`src/rtl/con_stream_tx.sv`:
```
// con_stream_tx: streams kernel then feature-map words from a sync-read memory as 3-word beats.
// Ports:
//   clk, arst          clock, asynchronous active-high reset
//   start              one-cycle request to begin a transfer (ignored unless idle)
//   mem_re/addr/rdata  synchronous-read memory, data valid one cycle after mem_re
//   con_1..3           beat payload; con_valid/con_ready beat handshake
//   running            high in FETCH and SEND; driving_cons mirrors running
//   last_load_k        high while the final kernel beat is presented
//   done               one-cycle pulse after the final feature beat transfers
module con_stream_tx #(
   parameter int DATA_WIDTH         = 16,
   parameter int MEM_WIDTH          = 32,
   parameter int ADDR_WIDTH         = 20,
   parameter int FEATURE_MAP_WIDTH  = 64,
   parameter int FEATURE_MAP_HEIGHT = 64,
   parameter int INPUT_NB_CHANNELS  = 4,
   parameter int OUTPUT_NB_CHANNELS = 32,
   parameter int KERNEL_SIZE        = 3,
   parameter int K_BASE             = 0,
   parameter int F_BASE             = 4096
) (
   input  logic                  clk,
   input  logic                  arst,
   input  logic                  start,
   output logic                  mem_re,
   output logic [ADDR_WIDTH-1:0] mem_addr,
   input  logic [MEM_WIDTH-1:0]  mem_rdata,
   output logic [DATA_WIDTH-1:0] con_1,
   output logic [DATA_WIDTH-1:0] con_2,
   output logic [DATA_WIDTH-1:0] con_3,
   output logic                  con_valid,
   input  logic                  con_ready,
   output logic                  running,
   output logic                  driving_cons,
   output logic                  last_load_k,
   output logic                  done
);
   localparam int XB = (FEATURE_MAP_WIDTH + 2) / 3;
   localparam logic [ADDR_WIDTH-1:0] W_A  = ADDR_WIDTH'(FEATURE_MAP_WIDTH);
   localparam logic [ADDR_WIDTH-1:0] H_A  = ADDR_WIDTH'(FEATURE_MAP_HEIGHT);
   localparam logic [ADDR_WIDTH-1:0] CI_A = ADDR_WIDTH'(INPUT_NB_CHANNELS);
   localparam logic [ADDR_WIDTH-1:0] K_A  = ADDR_WIDTH'(KERNEL_SIZE);
   localparam logic [ADDR_WIDTH-1:0] KB_A = ADDR_WIDTH'(K_BASE);
   localparam logic [ADDR_WIDTH-1:0] FB_A = ADDR_WIDTH'(F_BASE);

   typedef enum logic [1:0] {IDLE, FETCH, SEND} state_t;

   state_t state_q, state_d;
   logic phase_q, phase_d;
   // c0 outer (cout / y), c1 middle (cin), c2 inner (ky / xb)
   logic [ADDR_WIDTH-1:0] c0_q, c0_d, c1_q, c1_d, c2_q, c2_d;
   logic [1:0] fc_q, fc_d;
   logic [DATA_WIDTH-1:0] con1_q, con1_d, con2_q, con2_d, con3_q, con3_d;
   logic done_q, done_d;
   logic [ADDR_WIDTH-1:0] x_base, x_issue, x_cap, k_addr, f_addr;
   logic [1:0] cap_slot;
   logic [DATA_WIDTH-1:0] cap_data;
   logic issue_ok, cap_ok, last0, last1, last2;
   logic unused_rdata;

   // FETCH cycle fc issues slot fc and captures slot fc-1 from the previous read
   assign x_base   = ADDR_WIDTH'(3) * c2_q;
   assign x_issue  = x_base + ADDR_WIDTH'(fc_q);
   assign cap_slot = fc_q - 2'd1;
   assign x_cap    = x_base + ADDR_WIDTH'(cap_slot);
   assign issue_ok = !phase_q || x_issue < W_A;
   assign cap_ok   = !phase_q || x_cap < W_A;
   assign cap_data = cap_ok ? mem_rdata[DATA_WIDTH-1:0] : '0;
   assign unused_rdata = ^mem_rdata;

   assign k_addr   = KB_A + ((c0_q * CI_A + c1_q) * K_A + c2_q) * K_A + ADDR_WIDTH'(fc_q);
   assign f_addr   = FB_A + (c1_q * H_A + c0_q) * W_A + x_issue;
   assign mem_addr = phase_q ? f_addr : k_addr;
   assign mem_re   = state_q == FETCH && fc_q != 2'd3 && issue_ok;

   assign last2 = c2_q == (phase_q ? ADDR_WIDTH'(XB - 1) : K_A - 1'b1);
   assign last1 = c1_q == CI_A - 1'b1;
   assign last0 = c0_q == (phase_q ? H_A - 1'b1 : ADDR_WIDTH'(OUTPUT_NB_CHANNELS - 1));

   assign con_1        = con1_q;
   assign con_2        = con2_q;
   assign con_3        = con3_q;
   assign con_valid    = state_q == SEND;
   assign running      = state_q != IDLE;
   assign driving_cons = state_q != IDLE;
   assign last_load_k  = con_valid && !phase_q && last0 && last1 && last2;
   assign done         = done_q;

   always_comb begin
      state_d = state_q;
      phase_d = phase_q;
      c0_d    = c0_q;
      c1_d    = c1_q;
      c2_d    = c2_q;
      fc_d    = fc_q;
      con1_d  = con1_q;
      con2_d  = con2_q;
      con3_d  = con3_q;
      done_d  = 1'b0;
      case (state_q)
         IDLE: if (start) begin
            state_d = FETCH;
            phase_d = 1'b0;
            c0_d    = '0;
            c1_d    = '0;
            c2_d    = '0;
            fc_d    = '0;
         end
         FETCH: begin
            fc_d = fc_q + 2'd1;
            if (fc_q == 2'd1) con1_d = cap_data;
            if (fc_q == 2'd2) con2_d = cap_data;
            if (fc_q == 2'd3) begin
               con3_d  = cap_data;
               state_d = SEND;
            end
         end
         SEND: if (con_ready) begin
            state_d = FETCH;
            fc_d    = '0;
            c2_d    = last2 ? '0 : c2_q + 1'b1;
            c1_d    = last2 ? (last1 ? '0 : c1_q + 1'b1) : c1_q;
            c0_d    = last2 && last1 ? (last0 ? '0 : c0_q + 1'b1) : c0_q;
            // all counters wrap together on the final beat of a phase
            if (last0 && last1 && last2) begin
               phase_d = 1'b1;
               if (phase_q) begin
                  state_d = IDLE;
                  done_d  = 1'b1;
               end
            end
         end
         default: state_d = IDLE;
      endcase
   end

   always_ff @(posedge clk or posedge arst) begin
      if (arst) begin
         state_q <= IDLE;
         phase_q <= 1'b0;
         c0_q    <= '0;
         c1_q    <= '0;
         c2_q    <= '0;
         fc_q    <= '0;
         con1_q  <= '0;
         con2_q  <= '0;
         con3_q  <= '0;
         done_q  <= 1'b0;
      end else begin
         state_q <= state_d;
         phase_q <= phase_d;
         c0_q    <= c0_d;
         c1_q    <= c1_d;
         c2_q    <= c2_d;
         fc_q    <= fc_d;
         con1_q  <= con1_d;
         con2_q  <= con2_d;
         con3_q  <= con3_d;
         done_q  <= done_d;
      end
   end
endmodule

```
`config.mk`:
```
export PLATFORM = sky130hd
export DESIGN_NAME = con_stream_tx
export DESIGN_NICKNAME = d
export VERILOG_FILES = /design/src/rtl/con_stream_tx.sv
export SDC_FILE = /design/constraint.sdc
export NUM_CORES = 1
export LEC_CHECK = 0
export BUFFER_PORTS_ARGS = -buffer_cell sky130_fd_sc_hd__clkbuf_2
export CAP_MARGIN = 10
export CORE_MARGIN = 4
export CORE_UTILIZATION = 45
export CTS_BUF_LIST = sky130_fd_sc_hd__clkbuf_16
export CTS_CLUSTER_DIAMETER = 150
export DETAILED_ROUTE_END_ITERATION = 12
export MAX_ROUTING_LAYER = met4
export PLACE_DENSITY = 0.64
export RECOVER_POWER = 100
export SLEW_MARGIN = 20
export SYNTH_ARGS = -nofsm -noshare
export SYNTH_HDL_FRONTEND = slang
export SYNTH_SLANG_ARGS = --single-unit
```
`constraint.sdc`:
```
create_clock -name clk -period 8.25 [get_ports clk]
set_input_delay 1.65 -clock clk [delete_from_list [all_inputs] [get_ports clk]]
set_output_delay 1.65 -clock clk [all_outputs]
set_load 0.005 [all_outputs]
```
### Word level (Yosys, flattened, before mapping)

Index checks and enable logic that the tools add are counted.

* bits in writable memories: 0
* output and inout port bits: 74
* bits in latches: 0
* bits in read-only memories: 0
* memories kept: 0
* register bits after elaboration: 114

* multipliers: 3
* eq/ne operators: 15
* magnitude comparators: 2
* bitwise gates (word level): 0
* add/subtract/negate cells: 13
* muxes and demuxes: 33
* shift operators: 0
* reduce and logical (&&, ||, !) cells: 25
* divide/modulo/power cells: 0

Operators by type and width (number)
* 20-bit 2-to-1 mux: 10
* 20-bit case mux with 2 select lines: 3
* 20-bit by 1-bit adder with 20-bit output (second input constant): 3
* 20-bit by 2-bit adder with 20-bit output: 3
* 20-bit adder: 3
* 20-bit by 7-bit < comparator with 1-bit output (second input constant): 2
* 20-bit by 2-bit multiplier with 20-bit output (second input constant): 2
* 13-bit by 20-bit adder with 20-bit output (first input constant): 1
* 20-bit by 2-bit == test with 1-bit output (second input constant): 1
* 20-bit by 5-bit == test with 1-bit output: 1
* 20-bit by 6-bit == test with 1-bit output: 1
* 2-bit by 20-bit multiplier with 20-bit output (first input constant): 1
* 16-bit 2-to-1 mux: 1
* 14-bit adder: 1
* 2-bit case mux with 3 select lines: 2
* 4-bit AND reduction: 3
* 2-bit 2-to-1 mux: 5
* 2-bit by 1-bit inequality test with 1-bit output (second input constant): 5
* 1-bit logical AND: 9
* 1-bit 2-to-1 mux: 9
* 3-bit AND reduction: 3
* 2-bit == test (second input constant): 3
* 6-bit 2-to-1 mux: 1
* 2-bit AND reduction: 3
* 11 further kinds: 15

### Longest topological paths before layout

Gate-level depths: netlist of run 1.

* depth after elaboration: 7
* gate-level depth with buffers: 29

### Worst setup path after synthesis of run 1

OpenSTA, ideal clock, no wires.

* kind: register -> output
* from: register c0_q[0]
* to: output mem_addr[19]
* arrival: 5738 ps
* path buffers: 0
* path slack: 862 ps
* required time: 6600 ps
* stages on the path, launching flop included: 30
* cells stage by stage: dfrtp_1 ha_1 fa_1 a21o_1 a211oi_1 nor2_1 o41a_1 a21o_1 a21oi_1 nor2_1 nor2_1 xnor2_1 xor2_1 ha_1 a21o_1 ha_1 a21o_1 a21oi_1 o21ai_0 a31o_2 xor2_1 ha_1 xor2_1 xnor2_1 xnor2_1 xnor2_1 xnor2_1 xnor3_1 xnor2_1 mux2i_1

* cells in the longest elaborated chain, start to end: 6

RTL lines
* from (decl): RTL line 51 `logic [ADDR_WIDTH-1:0] c0_q, c0_d, c1_q, c1_d, c2_q, c2_d;`
* from (signal assigned): RTL line 141 `c0_q <= '0;`
* from (signal assigned): RTL line 152 `c0_q <= c0_d;`
* 20-bit adder: RTL line 71 `assign k_addr = KB_A + ((c0_q * CI_A + c1_q) * K_A + c2_q) * K_A + ADDR_WIDTH'(fc_q);`
* 20-bit by 2-bit multiplier with 20-bit output: RTL line 71
* 20-bit adder: RTL line 71
* 20-bit by 2-bit multiplier with 20-bit output: RTL line 71
* 20-bit by 2-bit adder with 20-bit output: RTL line 71
* 20-bit 2-to-1 mux *: RTL line 73 `assign mem_addr = phase_q ? f_addr : k_addr;`
* to (decl): RTL line 26 `output logic [ADDR_WIDTH-1:0] mem_addr,`

Every way passes the cells marked *; elsewhere a longest branch is shown, timed or not.

### Worst setup path in the final report of run 1

* from: register c1_q[2]
* to: output mem_addr[19]

* cells in the longest elaborated chain, start to end: 6

RTL lines
* from (decl): RTL line 51
* from (signal assigned): RTL line 142 `c1_q <= '0;`
* from (signal assigned): RTL line 153 `c1_q <= c1_d;`
* 20-bit adder: RTL line 71
* 20-bit by 2-bit multiplier with 20-bit output: RTL line 71
* 20-bit adder: RTL line 71
* 20-bit by 2-bit multiplier with 20-bit output: RTL line 71
* 20-bit by 2-bit adder with 20-bit output: RTL line 71
* 20-bit 2-to-1 mux *: RTL line 73

Marked as above.

==> results of run 1 <==
## cell families after synthesis
logic type / count (synthesis) / share of synthesized area
simple gates: 474 / 0.202
compound gates: 374 / 0.211
fa+ha+maj: 164 / 0.196
xor+xnor: 114 / 0.0903
flops: 114 / 0.255
buf+inv: 112 / 0.0416
mux: 5 / 0.00469
## flip-flops by register name, indices dropped and copies added, names as in the netlist
signal   count
c0_q        20
c1_q        20
c2_q        20
con_1       16
con_2       16
con_3       16
fc_q         2
state_q      2
done         1
phase_q      1
## final cells by class
| cell class | instances | area (um2) | share of cell area |
|---|---|---|---|
| clock buffers | 17 | 425 | 0.0335 |
| repair buffers | 117 | 581 | 0.0457 |
| clock inverters | 15 | 160 | 0.0126 |
| flip-flops and latches | 114 | 2850 | 0.225 |
| multi-input cells | 1131 | 8000 | 0.630 |
| inverters | 71 | 268 | 0.0211 |
| well taps | 324 | 405 | 0.0319 |
## critical path, delay by kind of cell (launching register included)
| family | cells | cell delay [ns] |
|---|---|---|
| muxes | 1 | 0.08 |
| adders and majority gates | 6 | 1.65 |
| AOI/OAI and AO/OA | 9 | 2.19 |
| buffers and inverters | 2 | 0.31 |
| DFF | 1 | 0.42 |
| and+or+nand+nor | 4 | 0.60 |
| xor gates and xnor gates | 4 | 0.66 |
## placed cells by master (no fill, tap or decap), types with 6 or more instances in the layout
cell	instances
nor4_1	10
or2_2	9
nor2_1	97
buf_4	20
xnor2_1	70
a211oi_1	6
o21bai_1	14
fa_1	19
or3_1	13
xor2_1	37
nand3_1	41
and2_1	11
clkbuf_2	52
o21ai_0	156
o21ai_2	8
o21a_1	6
inv_6	7
ha_1	135
a31oi_1	8
nor3_1	26
nand2_1	171
nand4_1	13
a21oi_1	76
nand2b_1	20
o31ai_1	10
and3_1	33
nor2b_1	7
inv_1	67
a21o_1	29
clkbuf_16	17
clkbuf_1	44
dfrtp_1	114
## layer usage
| layer | part of all wire | vias up | global-route usage |
|---|---|---|---|
| met4 | 0.026 | 0 | 0.0667 |
| met3 | 0.036 | 50 | 0.0257 |
| met5 | 0 | - | - |
| met2 | 0.47 | 244 | 0.348 |
| met1 | 0.47 | 4941 | 0.303 |
| li1 | - | 5029 | - |
## metrics by stage
step	setup slack (ns)	hold WS (ns)	utilization
2_1_floorplan	0.862	0.473	-
3_3_place_gp	0.361	0.462	0.491
3_5_place_dp	0.294	0.466	0.491
4_1_cts	0.00366	0.479	0.518
5_1_grt	-0.0435	0.500	0.520
6_report	0.265	0.478	0.520
## worst paths after layout
path                            startpoint           end  slack, ns  depth (start not counted)
worst max-delay path               c1_q[2]  mem_addr[19]       0.27                         26
worst min-delay path             con_3[14]     con_3[14]       0.48                          2
worst max register to register     c2_q[1]      con_3[1]       2.41                         13
worst min register to register   con_3[14]     con_3[14]       0.48                          2
max in group asynchronous             arst       c1_q[9]       1.87                          3
min in group asynchronous             arst      con_3[6]       1.62                          2
## power groups by stage
stage	clock [mW]	combinational, mW	sequential (mW)
finish	0.740	0.753	0.798
global route	0.778	0.859	0.813
CTS	0.752	0.810	0.796
detailed placement	0	0.808	0.803
global placement	0	0.792	0.800
floorplan	0	0.475	0.795
## repair_timing
item	4_1_cts	5_1_grt
setup buffers	2	8
gates resized for setup	7	28
setup endpoints to repair	2	4
endpoints found under the hold margin	0	0
gates cloned	0	0
pin swaps	3	26
==> flow_summary.json, run 1 <==
{
  "cts-buffers-inserted": 17,
  "fmax_mhz": 125,
  "setup.worst_path.start_class": "flop",
  "slowest_stage": "dfrtp_1",
  "synth-seq-cells": 114,
  "switching_power_mw": 0.878,
  "fin_tns_setup_ns": 0,
  "yosysWarnings": 0,
  "ioPinCount": 110,
  "drc_errors": 0,
  "die_x_um": 166,
  "gp_congestion": 0.910,
  "fillers": 2385,
  "fin_crit_sh": 0.968,
  "netlist_instances": 1357,
  "die-height_um": 166,
  "vias_per_cell": 5.74,
  "crit_type": "reg -> out",
  "synthDistinctLibCells": 76,
  "ir_worst_vdd_uv": 153,
  "synth.area.top_cells": "dfrtp_1 (25%), ha_1 (16%), o21ai_0 (6.5%), xnor2_1 (5.8%), nand2_1 (5.7%)",
  "min_path_type": "reg -> reg",
  "post_synth.cell_area_avg_um2": 8.26,
  "start_util": 0.459,
  "vias": 10300,
  "syn_to_final_growth_pct": 13.3,
  "synth_edf_count": 0,
  "cts_buffer_depth": 2,
  "numPortBuffers": 93,
  "tightestPinTransition_ns": 4.32,
  "yosysMostFrequentCell": "nand2_1",
  "cp_common_cell": "ha_1",
  "finalHoldViolCount": 0,
  "grt_pass1_vias": 9461,
  "p_total_mw": 2.29,
  "slew_violations": 166,
  "ant_nets": 0,
  "critPathCaptureType": "primary output",
  "grt_pass1_wl_um": 49400,
  "h-tree-depth": 4,
  "arrival_ns": 6.33,
  "stdcell_count": 1789,
  "p_int_mw": 1.41,
  "syn_nets": 1557,
  "root_buffer": "clkbuf_16",
  "p_clk_frac": 0.323,
  "stdcell_area_um2": 12700,
  "relSlewSlack": -1.88,
  "hold_buffers": 0,
  "dr.pass1.iters": 5,
  "ys_top_cells_by_count": "nand2_1 (171), o21ai_0 (146), ha_1 (144), dfrtp_1 (114), nor2_1 (100)",
  "drv_cap": 3,
  "die-area_um2": 27500,
  "worstSkewPairLatency_ns": 0.43,
  "track_usage": 0.222,
  "yosys.area.top_type": "dfrtp_1",
  "cellPowerDensity_nw_per_um2": 180,
  "sequentialPowerShare": 0.348,
  "synth.top_cell.area_share": 0.255,
  "clock_sinks": 114,
  "clk_pin_slew_worst_paths_ns": 0.06,
  "rsz0062_at_grt": "true",
  "final_nets": 1652,
  "drive_above_1_share": 0.113,
  "ys_seq_area_frac": 0.255,
  "grt_start_max_net_pins": 77,
  "cts_tree": "done",
  "p_leak_nw": 6.54,
  "fin_crit_ns": 7.98,
  "worstPathMaxFanout": 5,
  "hpwl_um": 22900,
  "synthesis.area_um2": 11200,
  "violations": "capacitance limit, slew limit",
  "sw_frac_of_total": 0.383,
  "overflow": 0,
  "antenna_found_initial": 0,
  "skew_ns": 0.0190,
  "wirelength_um": 30300,
  "synth_top_flop_cell": "dfrtp_1",
  "wire_per_inst_um": 17.0,
  "comb_power_share": 0.329,
  "rows": 57,
  "fp.coreArea_um2": 24400,
  "critPathRequiredTime_ns": 6.60,
  "postPlaceCellArea_um2": 12000,
  "place_inst": 1747,
  "status": "finished, violations left",
  "setup_viol": 0,
  "max_stage_delay_ns": 0.42,
  "drt_iter0_drc": 763,
  "diodes": 0,
  "async_flop_share": 1.00
}
Note: power is estimated with default switching activity, not from simulation.
==> inputs of run 2 (changes only) <==
- CELL_PAD_IN_SITES_DETAIL_PLACEMENT: not set -> 1
- CELL_PAD_IN_SITES_GLOBAL_PLACEMENT: not set -> 1
- CORE_UTILIZATION: 45 -> 46
- PLACE_DENSITY: 0.64 -> 0.83
- SLEW_MARGIN: 20 -> 10
==> run 2 against run 1 <==
The run still ends with capacitance limit, slew limit left. Combinational power rose by 8.1%. First-iteration DRC count down 24%. Largest power group is now combinational logic. Clock-buffer cell count did not move.
==> flow_summary.json, run 2 (same netlist as run 1, synthesis figures left out) <==
{
  "status": "finished, violations left",
  "violations": "capacitance limit, slew limit",
  "clock_sinks": 114,
  "slew_violations": 117,
  "setup_viol": 0,
  "drc_errors": 0,
  "r2r-start": "phase_q",
  "crit_family": "compound AO/OA/AOI/OAI gates",
  "regArea_um2": 2850,
  "final_util": 0.545,
  "syn_to_final_growth_pct": 15.5,
  "ant_nets": 0,
  "grt_start_max_net_pins": 59,
  "overflow": 0,
  "final_nets": 1660,
  "crit_type": "reg -> out",
  "numPortBuffers": 93,
  "fin_crit_ns": 8.21,
  "arrival_ns": 6.56,
  "root_buffer": "clkbuf_16",
  "fp.coreArea_um2": 23800,
  "dr.pass1.iters": 5,
  "rows": 56,
  "layout_common_cells": "nand2_1 (171), o21ai_0 (144), ha_1 (126)",
  "diodes": 0,
  "slowest_stage": "o41a_1",
  "critPathCaptureType": "primary output",
  "cellPowerDensity_nw_per_um2": 183,
  "tightestPinTransition_ns": 3.21,
  "ioPinCount": 110,
  "drive_above_1_share": 0.138,
  "multiInputGateArea_um2": 8200,
  "wire_per_inst_um": 20.7,
  "hold_buffers": 0,
  "fin_crit_sh": 0.995,
  "fmax_mhz": 122,
  "worstSkewPairLatency_ns": 0.44,
  "die-height_um": 164,
  "worstPathMaxFanout": 5,
  "p_int_mw": 1.43,
  "cp-startpoint": "c1_q[2]",
  "reg.largest.list": "c0_q x20, c1_q x20, c2_q x20",
  "relSlewSlack": -1.14,
  "drt_iter0_drc": 578,
  "rr_worst_depth": 13,
  "vias_per_cell": 6.00,
  "die_x_um": 164,
  "hpwl_um": 27000,
  "rsz0062_at_grt": "true",
  "gp_congestion": 0.933,
  "drv_cap": 2,
  "cts-buffers-inserted": 17,
  "comb_power_share": 0.344,
  "worst-path-buf-inv": 2,
  "finalHoldViolCount": 0,
  "switching_power_mw": 0.938,
  "vias": 10700,
  "p_clk_frac": 0.316,
  "holdWs_ns": 0.485,
  "hp-start": "con_3[4]",
  "fillers": 2903,
  "sw_frac_of_total": 0.397,
  "min_path_type": "reg -> reg",
  "p_total_mw": 2.36,
  "wirelength_um": 37100,
  "skew_ns": 0.0159,
  "cts_buffer_depth": 2,
  "grt_pass1_wl_um": 57200,
  "cp.depth": 26,
  "ir_worst_vdd_uv": 152,
  "antenna_found_initial": 0,
  "final_common_cell": "nand2_1",
  "h-tree-depth": 4,
  "track_usage": 0.273,
  "setup.worst_path.start_class": "flop",
  "die-area_um2": 26900,
  "p_leak_nw": 6.61,
  "start_util": 0.472,
  "sequentialPowerShare": 0.340,
  "reg2reg_slack_ns": 3.37,
  "whs_path_depth": 2,
  "critPathRequiredTime_ns": 6.60,
  "clk_pin_slew_worst_paths_ns": 0.06,
  "grt_pass1_vias": 11000,
  "cts_tree": "done",
  "max_stage_delay_ns": 0.41
}
-- run 2: timing repair --
item | CTS | global route
resized for setup | 11 | 44
gates cloned | 0 | 0
buffers inserted | 1 | 17
pin swaps | 3 | 38
endpoints found under the setup margin | 3 | 5
-- run 2: power groups by stage --
stage	clock (mW)	combinational [mW]	sequential, mW
2_1_floorplan	0	0.475	0.795
3_3_place_gp	0	0.793	0.801
3_5_place_dp	0	0.837	0.805
4_1_cts	0.752	0.850	0.802
5_1_grt	0.782	0.923	0.818
6_report	0.747	0.814	0.803
-- run 2: cell type report --
| cell class | count | share of cell area |
|---|---|---|
| Multi-Input combinational cell | 1131 | 0.633 |
| Inverter | 71 | 0.0207 |
| Sequential cell | 114 | 0.220 |
| Clock buffer | 17 | 0.0329 |
| Tap cell | 319 | 0.0308 |
| Timing Repair Buffer | 125 | 0.0499 |
| Clock inverter | 15 | 0.0123 |
-- run 2: final timing paths --
kind / endpoint
hold reg to reg: con_3[4]
setup reg to reg: c0_q[15]
setup / recovery: mem_addr[19]
min in group asynchronous: con_2[6]
max in group asynchronous: c1_q[11]
hold / removal: con_3[4]
-- run 2: per-layer routing --
metal | up-vias | track usage | wire length [um]
met3 | 80 | 0.0341 | 1200
li1 | 5044 | - | -
met2 | 241 | 0.469 | 18900
met1 | 5383 | 0.337 | 15900
met4 | 0 | 0.0808 | 1120
met5 | - | - | 0
-- run 2: worst register-to-register path: cells and delay by family (launching register included) --
kind | cells | cell delay (ns)
AO/OA/AOI/OAI | 4 | 1.43
flip-flops | 1 | 0.36
buffers and inverters | 3 | 0.90
AND/OR/NAND/NOR | 6 | 2.07
-- run 2: stage by stage --
step                setup WS [ns]  std cells  TNS [ns]  area, um2
floorplan                   0.862       1357         0      11200
global placement            0.313       1742         0      12000
detailed placement          0.265       1742         0      12000
CTS                       -0.0193       1775   -0.0193      12600
global route               -0.212       1792    -0.270      12900
finish                     0.0443       1792         0      12900
==> inputs of run 3 (changes only) <==
- ABC_AREA: not set -> 1
- CORE_UTILIZATION: 46 -> 44
==> run 3 against run 2 <==
The flow still finishes with violations (capacitance limit, slew limit). Clock-buffer cell count did not move. Sequential share of layout area fell by 1.3 points. Synthesized cell count rose by 33%.
==> flow_summary.json, run 3 <==
{
  "status": "finished, violations left",
  "violations": "capacitance limit, slew limit",
  "arrival_ns": 6.24,
  "post_synth.cell_area_avg_um2": 6.75,
  "fin_crit_ns": 7.89,
  "vias": 12600,
  "ir_worst_vdd_uv": 159,
  "gp_congestion": 0.954,
  "ant_nets": 0,
  "grt_start_max_net_pins": 64,
  "crit_type": "reg -> out",
  "async_flop_share": 1.00,
  "setup_viol": 0,
  "clock_sinks": 114,
  "die_x_um": 174,
  "drive_above_1_share": 0.0796,
  "root_buffer": "clkbuf_16",
  "netlist_instances": 1803,
  "skew_ns": 0.0120,
  "slew_violations": 117,
  "final_common_cell": "nand2_1",
  "endpoint": "mem_addr[19]",
  "fp.coreArea_um2": 27100,
  "critPathCaptureType": "primary output",
  "vias_per_cell": 5.51,
  "place_inst": 2256,
  "layout_common_cells": "nand2_1 (483), inv_1 (246), nand3_1 (159)",
  "cts_buffer_depth": 2,
  "reg.largest.list": "c0_q x20, c1_q x20, c2_q x20",
  "rr_worst_depth": 15,
  "final_util": 0.507,
  "grt_pass1_vias": 13100,
  "worstPathMaxFanout": 5,
  "yosys.area_share.adder": 0.181,
  "relSlewSlack": -1.33,
  "dr.pass1.iters": 5,
  "slowest_stage": "fa_1",
  "cts-buffers-inserted": 17,
  "cts_tree": "done",
  "yosysMostFrequentCell": "nand2_1",
  "drv_cap": 2,
  "grt_pass1_wl_um": 67600,
  "diodes": 0,
  "yosys.area.top_type": "dfrtp_1",
  "synth_compound_area_frac": 0.115,
  "yosysWarnings": 0,
  "min_path_type": "reg -> reg",
  "r2r-start": "phase_q",
  "start_util": 0.449,
  "synth_top_family_by_area": "simple AND/OR/NAND/NOR gates",
  "ys_top_cells_by_count": "nand2_1 (483), inv_1 (244), nand3_1 (162), ha_1 (144), nor2_1 (143)",
  "reg2reg_slack_ns": 2.31,
  "synth.area.top_cells": "dfrtp_1 (23%), nand2_1 (15%), ha_1 (15%), inv_1 (7.5%), nand3_1 (6.7%)",
  "synthSimpleGateAreaFrac": 0.324,
  "synth_top_flop_cell": "dfrtp_1",
  "wirelength_um": 42000,
  "overflow": 0,
  "whs_path_depth": 2,
  "p_leak_nw": 7.38,
  "stdcell_count": 2295,
  "wire_per_inst_um": 18.3,
  "h-tree-depth": 4,
  "rows": 60,
  "drt_iter0_drc": 740,
  "antenna_found_initial": 0,
  "clk_pin_slew_worst_paths_ns": 0.06,
  "holdWs_ns": 0.485,
  "fmax_mhz": 127,
  "synthMuxAreaShare": 0,
  "worstSkewPairLatency_ns": 0.42,
  "setup.worst_path.start_class": "flop",
  "r2r-end": "c0_q[17]",
  "synthesis.area_um2": 12200,
  "fin_crit_sh": 0.957,
  "critPathRequiredTime_ns": 6.60,
  "regArea_um2": 2850,
  "syn_to_final_growth_pct": 13.0,
  "cellPowerDensity_nw_per_um2": 185,
  "synth.top_cell.area_share": 0.234,
  "max_stage_delay_ns": 0.51,
  "synthDistinctLibCells": 49,
  "ioPinCount": 110,
  "multiInputGateArea_um2": 8380,
  "synth-seq-cells": 114,
  "ys_seq_area_frac": 0.234,
  "syn_nets": 2003,
  "die-area_um2": 30400,
  "synth_xor_xnor_area_share": 0.0580,
  "synth_edf_count": 0,
  "hpwl_um": 33300,
  "track_usage": 0.281,
  "fillers": 3670,
  "die-height_um": 174,
  "numPortBuffers": 93,
  "final_nets": 2110,
  "drc_errors": 0,
  "cp-startpoint": "c1_q[2]",
  "finalHoldViolCount": 0,
  "tightestPinTransition_ns": 3.49
}
run 3: what timing repair did:
item	4_1_cts	5_1_grt
gates resized for setup	1	38
setup endpoints to repair	1	5
pin swaps	0	9
setup buffers	0	7
hold buffers	0	0
run 3: per-layer routing:
metal / up-vias / GRT usage / wire length (um)
met2: 232 / 0.482 / 21000
met1: 6213 / 0.360 / 18700
li1: 6145 / - / -
met4: 0 / 0.0591 / 716
met3: 44 / 0.0302 / 1510
met5: - / - / 0
run 3: through the flow:
step	power (mW)	worst slack, ns	TNS [ns]	instance area (um2)
2_1_floorplan	1.38	1.34	0	12200
3_3_place_gp	1.80	0.524	0	13100
3_5_place_dp	1.84	0.337	0	13100
4_1_cts	2.60	0.0143	0	13600
5_1_grt	2.73	-0.148	-0.155	13700
6_report	2.54	0.357	0	13700
run 3: kinds of logic after synthesis:
| kind of cell | count (synthesis) |
|---|---|
| compound gates | 255 |
| xor+xnor | 79 |
| fa+ha+maj | 164 |
| buf+inv | 277 |
| flops | 114 |
| simple gates | 914 |
run 3: worst min-delay path by stage:
stage	slack [ns]	to	startpoint
after global routing	0.51	con_3[11]	con_3[11]
after floorplan	0.47	c2_q[8]	c2_q[8]
after global placement	0.46	con_2[3]	con_2[3]
after detailed placement	0.46	con_2[4]	con_2[4]
final	0.48	con_3[1]	con_3[1]
after CTS	0.49	con_1[9]	con_1[9]
run 3: layout make-up:
| type | instances | area share |
|---|---|---|
| Clock buffer | 17 | 0.0309 |
| Clock inverter | 15 | 0.0106 |
| Inverter | 255 | 0.0697 |
| Multi-Input combinational cell | 1412 | 0.610 |
| Sequential cell | 114 | 0.208 |
| Tap cell | 372 | 0.0339 |
| Timing Repair Buffer | 110 | 0.0376 |
run 3: power breakdown:
group / internal, mW / switching (mW) / leakage, nW / total (mW)
combinational: 0.331 / 0.672 / 5.61 / 1.00
sequential: 0.697 / 0.116 / 1.50 / 0.813
clock: 0.422 / 0.306 / 0.270 / 0.727
run 3: critical path: cells and delay by family (launching register included):
kind / cells / cell delay [ns]
buffers and inverters: 4 / 0.41
XOR/XNOR: 3 / 0.58
flip-flops: 1 / 0.45
AND/OR/NAND/NOR: 8 / 0.91
AO/OA/AOI/OAI: 9 / 1.35
adder cells (fa/ha/maj): 6 / 2.15
